==> src/rtl/vga_timing_pkg.sv <==
// Default 640x480@60 timing constants, counter width and a window-compare
// helper shared by the VGA sync generator.
package vga_timing_pkg;

   localparam int CNT_W         = 10;

   localparam int H_VISIBLE_DEF = 640;
   localparam int H_FRONT_DEF   = 16;
   localparam int H_SYNC_DEF    = 96;
   localparam int H_BACK_DEF    = 48;
   localparam int H_TOTAL_DEF   = H_VISIBLE_DEF + H_FRONT_DEF + H_SYNC_DEF + H_BACK_DEF;

   localparam int V_VISIBLE_DEF = 480;
   localparam int V_FRONT_DEF   = 10;
   localparam int V_SYNC_DEF    = 2;
   localparam int V_BACK_DEF    = 33;
   localparam int V_TOTAL_DEF   = V_VISIBLE_DEF + V_FRONT_DEF + V_SYNC_DEF + V_BACK_DEF;

   function automatic logic in_window(input logic [CNT_W-1:0] val, input int lo, input int hi);
      return (int'(val) >= lo) && (int'(val) <= hi);
   endfunction

endpackage

==> src/rtl/pix_edge_det.sv <==
// Rising-edge detector for the pixel-rate enable, sampled as data in clk_in.
module pix_edge_det (
   input  logic clk_in,
   input  logic reset,
   input  logic din,
   output logic rise
);

   logic din_d;
   logic din_q;

   always_comb begin
      din_d = din;
   end

   // Resetting high means a level already high at release is not an edge.
   always_ff @(posedge clk_in or posedge reset) begin
      if (reset) din_q <= 1'b1;
      else       din_q <= din_d;
   end

   assign rise = din & ~din_q;

endmodule

==> src/rtl/vga_sync_gen.sv <==
// VGA horizontal/vertical sync generator advancing once per pix_clk rising edge.
// Optional frame_start output is built when VGA_FRAME_PULSE_EN is defined.
module vga_sync_gen
   import vga_timing_pkg::*;
#(
   parameter int   H_VISIBLE   = H_VISIBLE_DEF,
   parameter int   H_FRONT     = H_FRONT_DEF,
   parameter int   H_SYNC      = H_SYNC_DEF,
   parameter int   H_BACK      = H_BACK_DEF,
   parameter int   V_VISIBLE   = V_VISIBLE_DEF,
   parameter int   V_FRONT     = V_FRONT_DEF,
   parameter int   V_SYNC      = V_SYNC_DEF,
   parameter int   V_BACK      = V_BACK_DEF,
   parameter logic SYNC_ACTIVE = 1'b0
) (
   input  logic             clk_in,
   input  logic             reset,
   input  logic             pix_clk,
   output logic             hsync,
   output logic             vsync,
   output logic             video_on,
   output logic [CNT_W-1:0] pixel_x,
   output logic [CNT_W-1:0] pixel_y,
`ifdef VGA_FRAME_PULSE_EN
   output logic             frame_start,
`endif
   output logic             pix_tick
);

   localparam int H_TOTAL = H_VISIBLE + H_FRONT + H_SYNC + H_BACK;
   localparam int V_TOTAL = V_VISIBLE + V_FRONT + V_SYNC + V_BACK;
   localparam int HS_LO   = H_VISIBLE + H_FRONT;
   localparam int HS_HI   = H_VISIBLE + H_FRONT + H_SYNC - 1;
   localparam int VS_LO   = V_VISIBLE + V_FRONT;
   localparam int VS_HI   = V_VISIBLE + V_FRONT + V_SYNC - 1;
   localparam logic [CNT_W-1:0] H_LAST = CNT_W'(H_TOTAL - 1);
   localparam logic [CNT_W-1:0] V_LAST = CNT_W'(V_TOTAL - 1);

   logic             rise;
   logic [CNT_W-1:0] h_cnt_d, h_cnt_q;
   logic [CNT_W-1:0] v_cnt_d, v_cnt_q;
   logic             hsync_d, hsync_q;
   logic             vsync_d, vsync_q;
   logic             video_on_d, video_on_q;
   logic             tick_d, tick_q;
   logic             frame_d, frame_q;

   pix_edge_det u_edge (
      .clk_in (clk_in),
      .reset  (reset),
      .din    (pix_clk),
      .rise   (rise)
   );

   // Decodes are taken from the next counts so they land in the same register
   // stage as the counters and never lag them by a pixel.
   always_comb begin
      h_cnt_d = h_cnt_q;
      v_cnt_d = v_cnt_q;
      tick_d  = rise;
      if (rise) begin
         if (h_cnt_q == H_LAST) begin
            h_cnt_d = '0;
            if (v_cnt_q == V_LAST) v_cnt_d = '0;
            else                   v_cnt_d = v_cnt_q + 1'b1;
         end else begin
            h_cnt_d = h_cnt_q + 1'b1;
         end
      end
      hsync_d    = in_window(h_cnt_d, HS_LO, HS_HI) ? SYNC_ACTIVE : ~SYNC_ACTIVE;
      vsync_d    = in_window(v_cnt_d, VS_LO, VS_HI) ? SYNC_ACTIVE : ~SYNC_ACTIVE;
      video_on_d = (int'(h_cnt_d) < H_VISIBLE) && (int'(v_cnt_d) < V_VISIBLE);
      frame_d    = rise && (h_cnt_d == '0) && (v_cnt_d == '0);
   end

   always_ff @(posedge clk_in or posedge reset) begin
      if (reset) begin
         h_cnt_q    <= '0;
         v_cnt_q    <= '0;
         hsync_q    <= ~SYNC_ACTIVE;
         vsync_q    <= ~SYNC_ACTIVE;
         video_on_q <= 1'b1;
         tick_q     <= 1'b0;
         frame_q    <= 1'b0;
      end else begin
         h_cnt_q    <= h_cnt_d;
         v_cnt_q    <= v_cnt_d;
         hsync_q    <= hsync_d;
         vsync_q    <= vsync_d;
         video_on_q <= video_on_d;
         tick_q     <= tick_d;
         frame_q    <= frame_d;
      end
   end

   assign hsync    = hsync_q;
   assign vsync    = vsync_q;
   assign video_on = video_on_q;
   assign pixel_x  = h_cnt_q;
   assign pixel_y  = v_cnt_q;
   assign pix_tick = tick_q;

`ifdef VGA_FRAME_PULSE_EN
   assign frame_start = frame_q;
`else
   logic unused_frame;
   assign unused_frame = frame_q;
`endif

endmodule
==> config.mk <==
export PLATFORM = sky130hd
export DESIGN_NAME = vga_sync_gen
export DESIGN_NICKNAME = d
export VERILOG_FILES = /design/src/rtl/vga_timing_pkg.sv /design/src/rtl/pix_edge_det.sv /design/src/rtl/vga_sync_gen.sv
export SDC_FILE = /design/constraint.sdc
export NUM_CORES = 1
export LEC_CHECK = 0
export ABC_AREA = 1
export CAP_MARGIN = 5
export CORE_UTILIZATION = 45
export CTS_CLUSTER_DIAMETER = 60
export CTS_CLUSTER_SIZE = 14
export DETAILED_ROUTE_END_ITERATION = 8
export GPL_TIMING_DRIVEN = 0
export PLACE_DENSITY_LB_ADDON = 0.05
export SYNTH_ARGS = -nofsm -noshare
export SYNTH_HDL_FRONTEND = slang
export SYNTH_SLANG_ARGS = --single-unit
==> constraint.sdc <==
create_clock -name clk_in -period 4.1 [get_ports clk_in]
set_clock_uncertainty 0.1 [all_clocks]
set_input_delay 0.41 -clock clk_in [delete_from_list [all_inputs] [get_ports clk_in]]
set_output_delay 0.41 -clock clk_in [all_outputs]
set_load 0.01 [all_outputs]
; Yosys cells after proc, flatten, opt, wreduce, memory -nomap -nowiden
; Index checks and enable logic that the tools add are counted.
[totals]
reg_bits = 25
[classes]
magnitude_cmp = 6
n_reduce_logical = 3
n_eq_ne = 2
bitwise_logic = 2
mux = 7
add_sub_neg = 2
[ops]
columns = operator, count
row1 = 10-bit two-way mux, 5
row2 = "10-bit by 1-bit adder with 10-bit output, second input constant", 2
row3 = "10-bit equality test, second input constant", 2
row4 = "10-bit greater-or-equal comparator, second input constant", 1
row5 = "10-bit by 9-bit greater-or-equal comparator with 1-bit output, second input constant", 1
row6 = "10-bit <= comparator, second input constant", 1
row7 = "10-bit by 9-bit <= comparator with 1-bit output, second input constant", 1
row8 = "10-bit less-than comparator, second input constant", 1
row9 = "10-bit by 9-bit less-than comparator with 1-bit output, second input constant", 1
row10 = 1-bit logical AND, 3
row11 = 1-bit two-way mux, 2
row12 = 1-bit bitwise AND, 1
row13 = 1-bit NOT, 1

; Depth between registers and ports, before layout
; Gate-level depths: netlist of run 1.
[logic_depth]
ltp_word = 7
mapped_depth = 12

; By module
; From an unflattened synthesis of run 1, not the netlist that was laid out.
[unflattened]
cells_unflattened = 199
area_unflattened_um2 = 1476.4
[modules_own_cells]
columns = mod, cells_each, seq_area_each_um2, instances, area_per_inst_um2
row1 = vga_sync_gen, 195, 604.3, 1, 1436.4
row2 = pix_edge_det, 4, 26.3, 1, 40.0

; Worst setup path after synthesis of run 1
; OpenSTA, ideal clock, no wires.
[synth_path]
path_type = reg-to-reg
from = register h_cnt_q[0] (netlist: pixel_x[0])
to = register vsync_q (netlist: vsync)
required_time_ns = 3.923
path_stages_with_launch = 13
path_buffers = 0
setup_time_ns = 0.077
arrival_ns = 1.559
slack_ns = 2.364
period_less_slack_ns = 1.736
path_cell_list = dfrtp_1 > ha_1 > nand3_2 > nor2_4 > nand2_4 > nor2_8 > nand2_1 > nand2_1 > nand2_2 > nor2_2 > nand3_1 > nor2_1 > nand2_1
[synth_via]
elab_chain_cells = 6
[synth_lines]
columns = item, line_no
row1 = start: declaration, vga_sync_gen.sv:40  ; logic [CNT_W-1:0] h_cnt_d, h_cnt_q;
row2 = start signal: assignment, vga_sync_gen.sv:86  ; h_cnt_q <= h_cnt_d;
row3 = 10-bit equality test *, vga_sync_gen.sv:62  ; if (h_cnt_q == H_LAST) begin
row4 = 10-bit two-way mux *, vga_sync_gen.sv:62
row5 = 10-bit two-way mux *, vga_sync_gen.sv:61  ; if (rise) begin
row6 = 10-bit by 9-bit greater-or-equal comparator with 1-bit output or 10-bit by 9-bit <= comparator with 1-bit output (tied branches), vga_timing_pkg.sv:20  ; return (int'(val) >= lo) && (int'(val) <= hi);
row7 = 1-bit logical AND *, vga_timing_pkg.sv:20
row8 = 1-bit two-way mux *, vga_sync_gen.sv:71  ; vsync_d = in_window(v_cnt_d, VS_LO, VS_HI) ? SYNC_ACTIVE : ~SYNC_ACTIVE;
row9 = via vsync_d, vga_sync_gen.sv:43  ; logic vsync_d, vsync_q;
row10 = end signal: assignment, vga_sync_gen.sv:81  ; vsync_q <= ~SYNC_ACTIVE;
row11 = end signal: assignment, vga_sync_gen.sv:89  ; vsync_q <= vsync_d;
row12 = end: declaration, vga_sync_gen.sv:43
; Mark *: on every way through the listed nets, which the timed path passes. The rest lies on a longest branch.

; Final worst setup path of run 1
[layout_path]
from = register h_cnt_q[0] (netlist: pixel_x[0])
to = register video_on_q (netlist: video_on)
[layout_via]
elab_chain_cells = 5
[layout_lines]
columns = item, line_no
row1 = 10-bit by 1-bit adder with 10-bit output or 10-bit equality test (tied branches), "vga_sync_gen.sv:67, vga_sync_gen.sv:62"
row2 = 10-bit two-way mux, vga_sync_gen.sv:62
row3 = 10-bit two-way mux, vga_sync_gen.sv:61
row4 = 10-bit less-than comparator or 10-bit by 9-bit less-than comparator with 1-bit output (tied branches), vga_sync_gen.sv:72  ; video_on_d = (int'(h_cnt_d) < H_VISIBLE) && (int'(v_cnt_d) < V_VISIBLE);
row5 = 1-bit logical AND *, vga_sync_gen.sv:72
row6 = via video_on_d, vga_sync_gen.sv:44  ; logic video_on_d, video_on_q;
row7 = end signal: assignment, vga_sync_gen.sv:90  ; video_on_q <= video_on_d;
row8 = end: declaration, vga_sync_gen.sv:44
; Marks and branches as above.

==> results of run 1 <==
-- state kept, by name (all words and copies together) (netlist names) --
signal,cells
hsync,1
pix_tick,1
pixel_x,10
pixel_y,10
u_edge.din_q,1
video_on,1
vsync,1
-- power breakdown --
part	internal [mW]	switching, mW	leakage (nW)	total, mW
logic	0.0857	0.0892	0.635	0.175
registers	0.277	0.0448	0.273	0.322
clock network	0.0381	0.0710	0.0150	0.109
-- cells in the final DEF (no fill, tap or decap), types with 2 or more instances in the layout --
| master | netlist | routed |
|---|---|---|
| o21ai_1 | 3 | 3 |
| nor2_1 | 28 | 28 |
| a21oi_1 | 3 | 3 |
| inv_1 | 31 | 31 |
| o21ai_0 | 2 | 2 |
| nand2_2 | 4 | 4 |
| nand2_4 | 2 | 2 |
| nand3b_1 | 2 | 2 |
| nand4_1 | 6 | 6 |
| clkbuf_4 | 0 | 3 |
| nor2_2 | 7 | 7 |
| clkdlybuf4s50_1 | 0 | 26 |
| inv_2 | 4 | 4 |
| nor2_4 | 3 | 3 |
| ha_1 | 3 | 3 |
| nand2_1 | 44 | 44 |
| dfrtp_1 | 21 | 21 |
| nand3_1 | 22 | 22 |
| nor3_1 | 2 | 2 |
| dfstp_2 | 4 | 4 |
| xor2_1 | 3 | 3 |
-- layer usage --
layer / global-route usage / up-vias / wire length (um)
li1: - / 689 / -
met5: 0 / - / 0
met2: 0.305 / 26 / 1340
met4: 0.0465 / 0 / 29
met3: 0.0411 / 4 / 119
met1: 0.292 / 600 / 1610
-- final cells by class --
class / count / share of cell area
flip-flops and latches: 25 / 0.340
clock buffers: 4 / 0.0142
repair buffers: 26 / 0.140
well taps: 44 / 0.0297
multi-input cells: 141 / 0.402
plain buffers: 1 / 0.00270
inverters: 35 / 0.0709
-- stage by stage --
step                area (um2)  cells  worst slack (ps)  utilization  total power [mW]
finish                    1850    276              2070        0.592             0.606
global route              1850    276              1860        0.592             0.646
CTS                       1850    276              2040        0.592             0.616
detailed placement        1830    272              1880        0.584             0.503
global placement          1830    272              1910        0.584             0.499
floorplan                 1510    202              2360            -             0.418
-- logic make-up (layout without fill, tap and decap cells) --
logic type	after synthesis	in the layout	synth area share
XOR/XNOR	4	4	0.0232
buffers and inverters	36	66	0.0902
AND/OR/NAND/NOR	123	123	0.400
adder cells (fa/ha/maj)	3	3	0.0248
flip-flops	25	25	0.417
AO/OA/AOI/OAI	11	11	0.0447
-- worst paths after layout --
path | from | end | slack, ps
min in group asynchronous | reset | pixel_y[3]$_DFF_PP0_ | 470
setup reg to reg | pixel_x[0]$_DFF_PP0_ | video_on$_DFF_PP1_ | 2070
max in group asynchronous | reset | pixel_y[0]$_DFF_PP0_ | 2880
hold / removal | pixel_x[0]$_DFF_PP0_ | pixel_x[0]$_DFF_PP0_ | 450
hold reg to reg | pixel_x[0]$_DFF_PP0_ | pixel_x[0]$_DFF_PP0_ | 450
setup / recovery | pixel_x[0]$_DFF_PP0_ | video_on$_DFF_PP1_ | 2070
==> run summary, run 1 <==
Status: completed
Crit path buffers/inverters: 0
Slew Limit Fails: 0
Detailed Place HPWL: 2450 um
Final setup TNS: 0 ps
Initial Util: 0.483
Hold path depth: 1
Synth area leaders: dfrtp_1, nand2_1, inv_1, nand3_1, dfstp_2
CTS tree: done
Row Count: 20
Die extent in x: 60.0 um
Mapped Avg Cell Area: 7.48 um2
Count leader, synth: nand2_1
First-pass GRT wire length: 5360 um
Clock edge transition at the registers on the reported setup and hold paths: 130 ps
Fmax: 493 MHz
Slowest cell on crit path: dfrtp_1
Post-Syn Area: 1510 um2
R2R cell count: 10
Vias in the first global route: 1218
Synth cell count leaders: nand2_1, inv_1, nor2_1
Top cell type's share of synthesized area: 0.348
Routed WL: 3090 um
Yosys reg bits: 25
Port buffer count: 26
Largest net degree at the start of global routing: 26
FF/Latch Area: 631 um2
Hold Worst Slack: 449 ps
Fin. Hold Viols: 0
Critical Path RT: 4270 ps
Max cap viols: 0
Hold Crit Class: flip-flop to flip-flop
DIE AREA: 3590 um2
Worst skew pair latency: 320 ps
Synthesized instance count: 202
Final nets: 239
Family with the most delay on the worst path: simple AND/OR/NAND/NOR gates
Sequential-to-total area share from yosys stat: 0.417
Syn nets: 208
Hold_buf cts: 0
Max VDD drop: 0.219 mV
CTS Buf Count: 3
Crit path cell chain: ha_1 > nand2_1 > nor2_1 > nand2_1 > nor2_2 > nand3_1 > nand3_1 > nand3_1 > nor2_1 > nor2_1
Slew margin rel.: 0.396
Top Ports: 27
Unrepaired setup endpoints after global routing: no
WP depth: 10
Syn. warnings: 0
Worst setup EP type: flip-flop
Crit Path Class: flip-flop to flip-flop
Crit path max fanout: 5
DR pass1 iterations: 4
Routed via count: 1319
Total track usage: 0.201
Async set or reset register ratio after synthesis: 1.00
Diode count: 0
Filler Cells Inserted: 306
Clk sink count: 25
Actual slew at the worst max-slew pin: 904 ps
Routed Antenna Nets: 0
P&R area growth vs syn: 22.6%
H-tree levels: 1
Die Span Y: 60.0 um
Unique masters post-synth: 27
Root Driver: clkbuf_4
EDFF count, synth: 0
Core ar.: 3130 um2
Final min period: 2030 ps
Final period utilization: 0.495
CP startpoint kind: flip-flop
Drt via density: 4.78
Pleak: 0.923 nW
Synth area leader: dfrtp_1
Maximum clock path buffer count: 2
Final GP Congestion: 0.871
CP max stage delay: 440 ps
Power Density: 327 nW/um2
Initial antenna violation count: 0
WP data arrival: 2200 ps
GRT Residual Overflow: 0
# setup viols final: 0
Post-CTS resize count: 0
DRT iter0 DRCs: 51
Average routed wire per standard cell: 11.2 um
Multi-input combinational cell area: 744 um2
DRC: 0
Prevailing post-synth register cell: dfrtp_1
Layout cell share with drive strength beyond 1: 0.134
Post-CTS Setup Bufs: 0
No activity file was read; power rests on OpenSTA's default activity.
==> run 2: changes to the inputs <==
==> constraint.sdc (replaced) <==
create_clock -name clk_in -period 2 [get_ports clk_in]
set_clock_uncertainty 0.1 [all_clocks]
set_input_delay 0.2 -clock clk_in [delete_from_list [all_inputs] [get_ports clk_in]]
set_output_delay 0.2 -clock clk_in [all_outputs]
set_load 0.01 [all_outputs]
==> run summary, run 2 (same netlist as run 1, synthesis figures left out) <==
Final GP Congestion: 0.871 (unchanged)
Reg2reg end: vsync$_DFF_PP1_
Drt via density: 4.84 (+1.3%)
Die Span Y: 60.0 um (unchanged)
Family with the most delay on the worst path: simple AND/OR/NAND/NOR gates
Hold path depth: 1 (unchanged)
DP Area: 1830 um2 (unchanged)
Average routed wire per standard cell: 11.2 um (+0.18%)
First-pass GRT wire length: 5390 um (+0.50%)
Pleak: 0.939 nW (+1.7%)
Worst Hold End: u_edge.din_q$_DFF_PP1_
PnR Total Power: 1.26 mW (+110%)
Detailed Place HPWL: 2450 um (unchanged)
Leading cell types in the layout, fill and taps excluded: nand2_1, inv_1, nor2_1
Slew Limit Fails: 0 (unchanged)
Worst skew pair latency: 320 ps (about the same)
Root Driver: clkbuf_4
Top sig layer: met4
Actual slew at the worst max-slew pin: 910 ps (+5.64 ps)
Diode count: 0 (unchanged)
Final period utilization: 0.943 (+0.448)
WP data arrival: 2050 ps (-150 ps)
R2R cell count: 9 (-1)
DRT iter0 DRCs: 54 (+5.9%)
Met3 WL: 148 um (+24%)
Final min period: 1890 ps (-142 ps)
Dpl cells: 272 (unchanged)
CP startpoint kind: flip-flop
H-tree levels: 1 (unchanged)
CTS Buf Count: 3 (unchanged)
Crit path cell chain: ha_2 > nand4_1 > nor2_2 > nand2_1 > o21a_1 > nor2_2 > nand3_1 > nor2_1 > nand2_1
GRT Residual Overflow: 0 (unchanged)
Port buffer count: 26 (unchanged)
Fin cells: 278 (+0.72%)
Final nets: 241 (+0.84%)
Die extent in x: 60.0 um (unchanged)
Row Count: 20 (unchanged)
Slew margin rel.: 0.393 (-0.00377)
Critical Path RT: 2160 ps (-2110 ps)
DIE AREA: 3590 um2 (unchanged)
Crit Path Class: flip-flop to flip-flop
Clk sink count: 25 (unchanged)
Maximum clock path buffer count: 2 (unchanged)
Final Util: 0.606 (+0.0140)
Met1 WL: 1560 um (-3.2%)
Initial Util: 0.483 (unchanged)
Routed WL: 3120 um (+0.90%)
FF/Latch Area: 631 um2 (unchanged)
Max cap viols: 0 (unchanged)
Layout cell share with drive strength beyond 1: 0.167 (+0.0330)
Slowest cell on crit path: dfrtp_1
Final WS setup: 114 ps (-1960 ps)
R2r startpoint: pixel_x[0]$_DFF_PP0_
Routed via count: 1346 (+2.0%)
CP max stage delay: 430 ps (about the same)
Fmax: 530 MHz (+7.5%)
Power Density: 664 nW/um2 (+100%)
# setup viols final: 0 (unchanged)
Unrepaired setup endpoints after global routing: no
Routed Antenna Nets: 0 (unchanged)
Status: completed
Hold path startpoint: pix_clk
Final Cell Area: 1900 um2 (+2.4%)
P&R area growth vs syn: 25.5%
Leading cell type in the layout, fill and taps excluded: nand2_1
Hold_buf cts: 0 (unchanged)
Multi-input combinational cell area: 773 um2 (+3.9%)
Largest net degree at the start of global routing: 26 (unchanged)
Hold Crit Class: input port to flip-flop
DRC: 0 (unchanged)
Worst reg-to-reg setup slack: 110 ps (-1960 ps)
Vias in the first global route: 1222 (+0.33%)
Filler Cells Inserted: 299 (-2.3%)
Initial antenna violation count: 0 (unchanged)
Crit path max fanout: 5 (unchanged)
Top Ports: 27 (unchanged)
Fin. Hold Viols: 0 (unchanged)
Dpl ws: -6.38 ps (-1890 ps)
Max VDD drop: 0.467 mV (+110%)
CTS tree: done
DR pass1 iterations: 4 (unchanged)
Crit path buffers/inverters: 0 (unchanged)
Worst setup EP type: flip-flop
Met2 wire length: 1390 um (+4.3%)
Core ar.: 3130 um2 (unchanged)
Total track usage: 0.202 (+0.000914)
Clock edge transition at the registers on the reported setup and hold paths: 130 ps (about the same)
-- run 2: power breakdown --
part | internal, mW | leakage (nW) | switching (mW) | total, mW
clock | 0.0781 | 0.0150 | 0.146 | 0.224
combinational | 0.187 | 0.650 | 0.189 | 0.377
sequential | 0.568 | 0.273 | 0.0905 | 0.658
-- run 2: per-stage QoR --
step           TNS, ps  hold WS [ps]
6_report             0           248
5_1_grt              0           233
4_1_cts              0           244
3_5_place_dp     -12.0           432
3_3_place_gp         0           405
2_1_floorplan        0           104
-- run 2: worst max path at each step --
stage | to | depth (start not counted) | from
detailed placement | video_on$_DFF_PP1_ | 10 | pixel_x[0]$_DFF_PP0_
finish | vsync$_DFF_PP1_ | 9 | pixel_x[0]$_DFF_PP0_
global placement | video_on$_DFF_PP1_ | 10 | pixel_x[0]$_DFF_PP0_
global route | video_on$_DFF_PP1_ | 10 | pixel_x[1]$_DFF_PP0_
CTS | video_on$_DFF_PP1_ | 10 | pixel_x[0]$_DFF_PP0_
floorplan | vsync$_DFF_PP1_ | 12 | pixel_x[0]$_DFF_PP0_
-- run 2: per-layer routing --
metal | GRT usage | up-vias
li1 | - | 698
met1 | 0.292 | 609
met2 | 0.308 | 37
met3 | 0.0411 | 2
met4 | 0.0465 | 0
met5 | 0 | -
-- run 2: area by class of cell --
type,instances,area share
Timing Repair Buffer,28,0.145
Buffer,1,0.00264
Inverter,35,0.0693
Tap cell,44,0.0290
Multi-Input combinational cell,141,0.408
Clock buffer,4,0.0139
Sequential cell,25,0.332
-- run 2: worst register-to-register path: stages, from the launching register on --
cell     delay [ps]
dfrtp_1         430
ha_2            240
nand4_1         140
nor2_2          200
nand2_1         170
o21a_1          260
nor2_2           90
nand3_1          70
nor2_1           80
nand2_1          50
-- run 2: timing repair --
action | CTS | global route
buffers inserted | 0 | 2
endpoints found under the setup margin | 2 | 3
pin swaps | 0 | 0
gates resized for setup | 2 | 5
==> run 3: changes to the inputs <==
--- a/config.mk
+++ b/config.mk
@@ -7,7 +7,7 @@
 export LEC_CHECK = 0
 export ABC_AREA = 1
 export CAP_MARGIN = 5
-export CORE_UTILIZATION = 45
+export CORE_UTILIZATION = 49
 export CTS_CLUSTER_DIAMETER = 60
 export CTS_CLUSTER_SIZE = 14
 export DETAILED_ROUTE_END_ITERATION = 8
==> run summary, run 3 (same netlist as run 1, synthesis figures left out) <==
DIE AREA: 3310 um2 (-7.9%)
Final Util: 0.671 (+0.0641)
PnR Total Power: 1.28 mW (+2.0%)
Clk sink count: 25 (unchanged)
Leading cell type in the layout, fill and taps excluded: nand2_1
Filler Cells Inserted: 232 (-22%)
DRT iter0 DRCs: 46 (-15%)
Worst reg-to-reg setup slack: 130 ps (+20 ps)
Multi-input combinational cell area: 781 um2 (+0.97%)
CP startpoint kind: flip-flop
Port buffer count: 26 (unchanged)
Die Span Y: 57.5 um (-4.0%)
Status: finished, violations left
First-pass GRT wire length: 5390 um (unchanged)
Root Driver: clkbuf_4
Leading cell types in the layout, fill and taps excluded: nand2_1, inv_1, nor2_1
Critical Path RT: 2160 ps (about the same)
Initial Util: 0.534 (+0.0511)
Final GP Congestion: 0.873 (+0.16%)
Vias in the first global route: 1218 (-0.33%)
Fin. Hold Viols: 0 (unchanged)
Slew Limit Fails: 0 (unchanged)
GRT Residual Overflow: 0 (unchanged)
Average routed wire per standard cell: 12.2 um (+8.9%)
Max VDD drop: 0.532 mV (+14%)
Failing checks: DRC
Row Count: 19 (-5.0%)
Drt via density: 5.08 (+4.9%)
Pleak: 0.945 nW (+0.67%)
Slew margin rel.: 0.385 (-0.00747)
Actual slew at the worst max-slew pin: 921 ps (+11.2 ps)
Layout cell share with drive strength beyond 1: 0.174 (+0.00780)
Routed WL: 3250 um (+4.2%)
Crit path max fanout: 6 (+1)
Seq pwr share: 0.516 (-0.007)
Worst skew pair latency: 310 ps (about the same)
Worst setup EP type: flip-flop
Detailed Place HPWL: 2360 um (-3.6%)
P&R area growth vs syn: 25.5% (unchanged)
Int Power: 850 uW (+1.9%)
Crit Path Class: flip-flop to flip-flop
CTS Buf Count: 3 (unchanged)
Die extent in x: 57.5 um (-4.0%)
Dpl ws: 14.3 ps (+20.6 ps)
Max cap viols: 0 (unchanged)
Clock Power Share: 0.172 (-0.006)
Largest net degree at the start of global routing: 26 (unchanged)
Final setup TNS: 0 ps (unchanged)
Final WS setup: 135 ps (+20.6 ps)
Maximum clock path buffer count: 2 (unchanged)
Top Ports: 27 (unchanged)
Switching share of total power: 0.339 (+0.000370)
Total track usage: 0.210 (+0.00880)
Dpl cells: 259 (-4.8%)
Final nets: 242 (+0.41%)
DRC: 3 (+3)
Diode count: 0 (unchanged)
Final min period: 1870 ps (-20.6 ps)
Clock edge transition at the registers on the reported setup and hold paths: 130 ps (about the same)
DR pass1 iterations: 9 (+5)
Logic pwr share: 0.312 (+0.013)
Fmax: 536 MHz (+1.1%)
# setup viols final: 0 (unchanged)
Routed Antenna Nets: 0 (unchanged)
Hold_buf cts: 0 (unchanged)
Hold Crit Class: input port to flip-flop
Initial antenna violation count: 0 (unchanged)
Routed via count: 1351 (+0.37%)
Power Density: 677 nW/um2 (+2.0%)
Net load switching power: 435 uW (+2.1%)
FF/Latch Area: 632 um2 (+0.20%)
CTS tree: done
Final period utilization: 0.933 (-0.0103)
Fin cells: 266 (-4.3%)
Core ar.: 2830 um2 (-9.6%)
WP data arrival: 2030 ps (-20 ps)
H-tree levels: 1 (unchanged)
-- run 3: cell count changes in the layout (fill, tap and decap cells not counted), sizes merged --
| cell | delta |
|---|---|
| buf | +1 |
-- run 3: stage by stage --
step	area, um2	hold WS (ps)
2_1_floorplan	1510	104
3_3_place_gp	1810	405
3_5_place_dp	1810	417
4_1_cts	1840	245
5_1_grt	1900	228
6_report	1900	250
-- run 3: timing repair --
action,4_1_cts,5_1_grt
pin swaps,0,2
resized for setup,1,8
setup endpoints to repair,1,2
buffers inserted,0,3
-- run 3: worst paths after layout --
check	from	to	cells after the start
max	pixel_y[0]$_DFF_PP0_	video_on$_DFF_PP1_	8
min	pix_clk	u_edge.din_q$_DFF_PP1_	1
max reg2reg	pixel_y[0]$_DFF_PP0_	video_on$_DFF_PP1_	8
min reg2reg	pixel_y[8]$_DFF_PP0_	pixel_y[8]$_DFF_PP0_	2
max in group asynchronous	reset	pixel_y[0]$_DFF_PP0_	2
min in group asynchronous	reset	pixel_x[9]$_DFF_PP0_	2
-- run 3: metal layers --
| metal | track usage | routed length, um |
|---|---|---|
| met1 | 0.304 | 1600 |
| met2 | 0.312 | 1460 |
| met3 | 0.0476 | 155 |
| met4 | 0.0662 | 40 |
| met5 | 0 | 0 |
-- run 3: critical path, stage by stage (launching register included) --
cell and delay, ps:
dfrtp_2 440, ha_1 210, nand4_1 190, nor2_2 200
nand4_1 140, a21oi_2 170, nand3_1 160, nor2_1 140
nor2_1 60
-- run 3: area by class of cell --
| type | count | share of cell area |
|---|---|---|
| Tap cell | 31 | 0.0204 |
| Clock buffer | 4 | 0.0139 |
| Inverter | 35 | 0.0693 |
| Buffer | 1 | 0.00264 |
| Multi-Input combinational cell | 141 | 0.412 |
| Timing Repair Buffer | 29 | 0.149 |
| Sequential cell | 25 | 0.333 |
-- run 3: power by group through the flow --
stage          Clock (mW)  Combinational (mW)  Sequential (mW)
3_3_place_gp            0               0.357            0.663
5_1_grt             0.246               0.442            0.680
6_report            0.221               0.401            0.662
2_1_floorplan           0               0.176            0.682
4_1_cts             0.227               0.366            0.660
3_5_place_dp            0               0.363            0.668
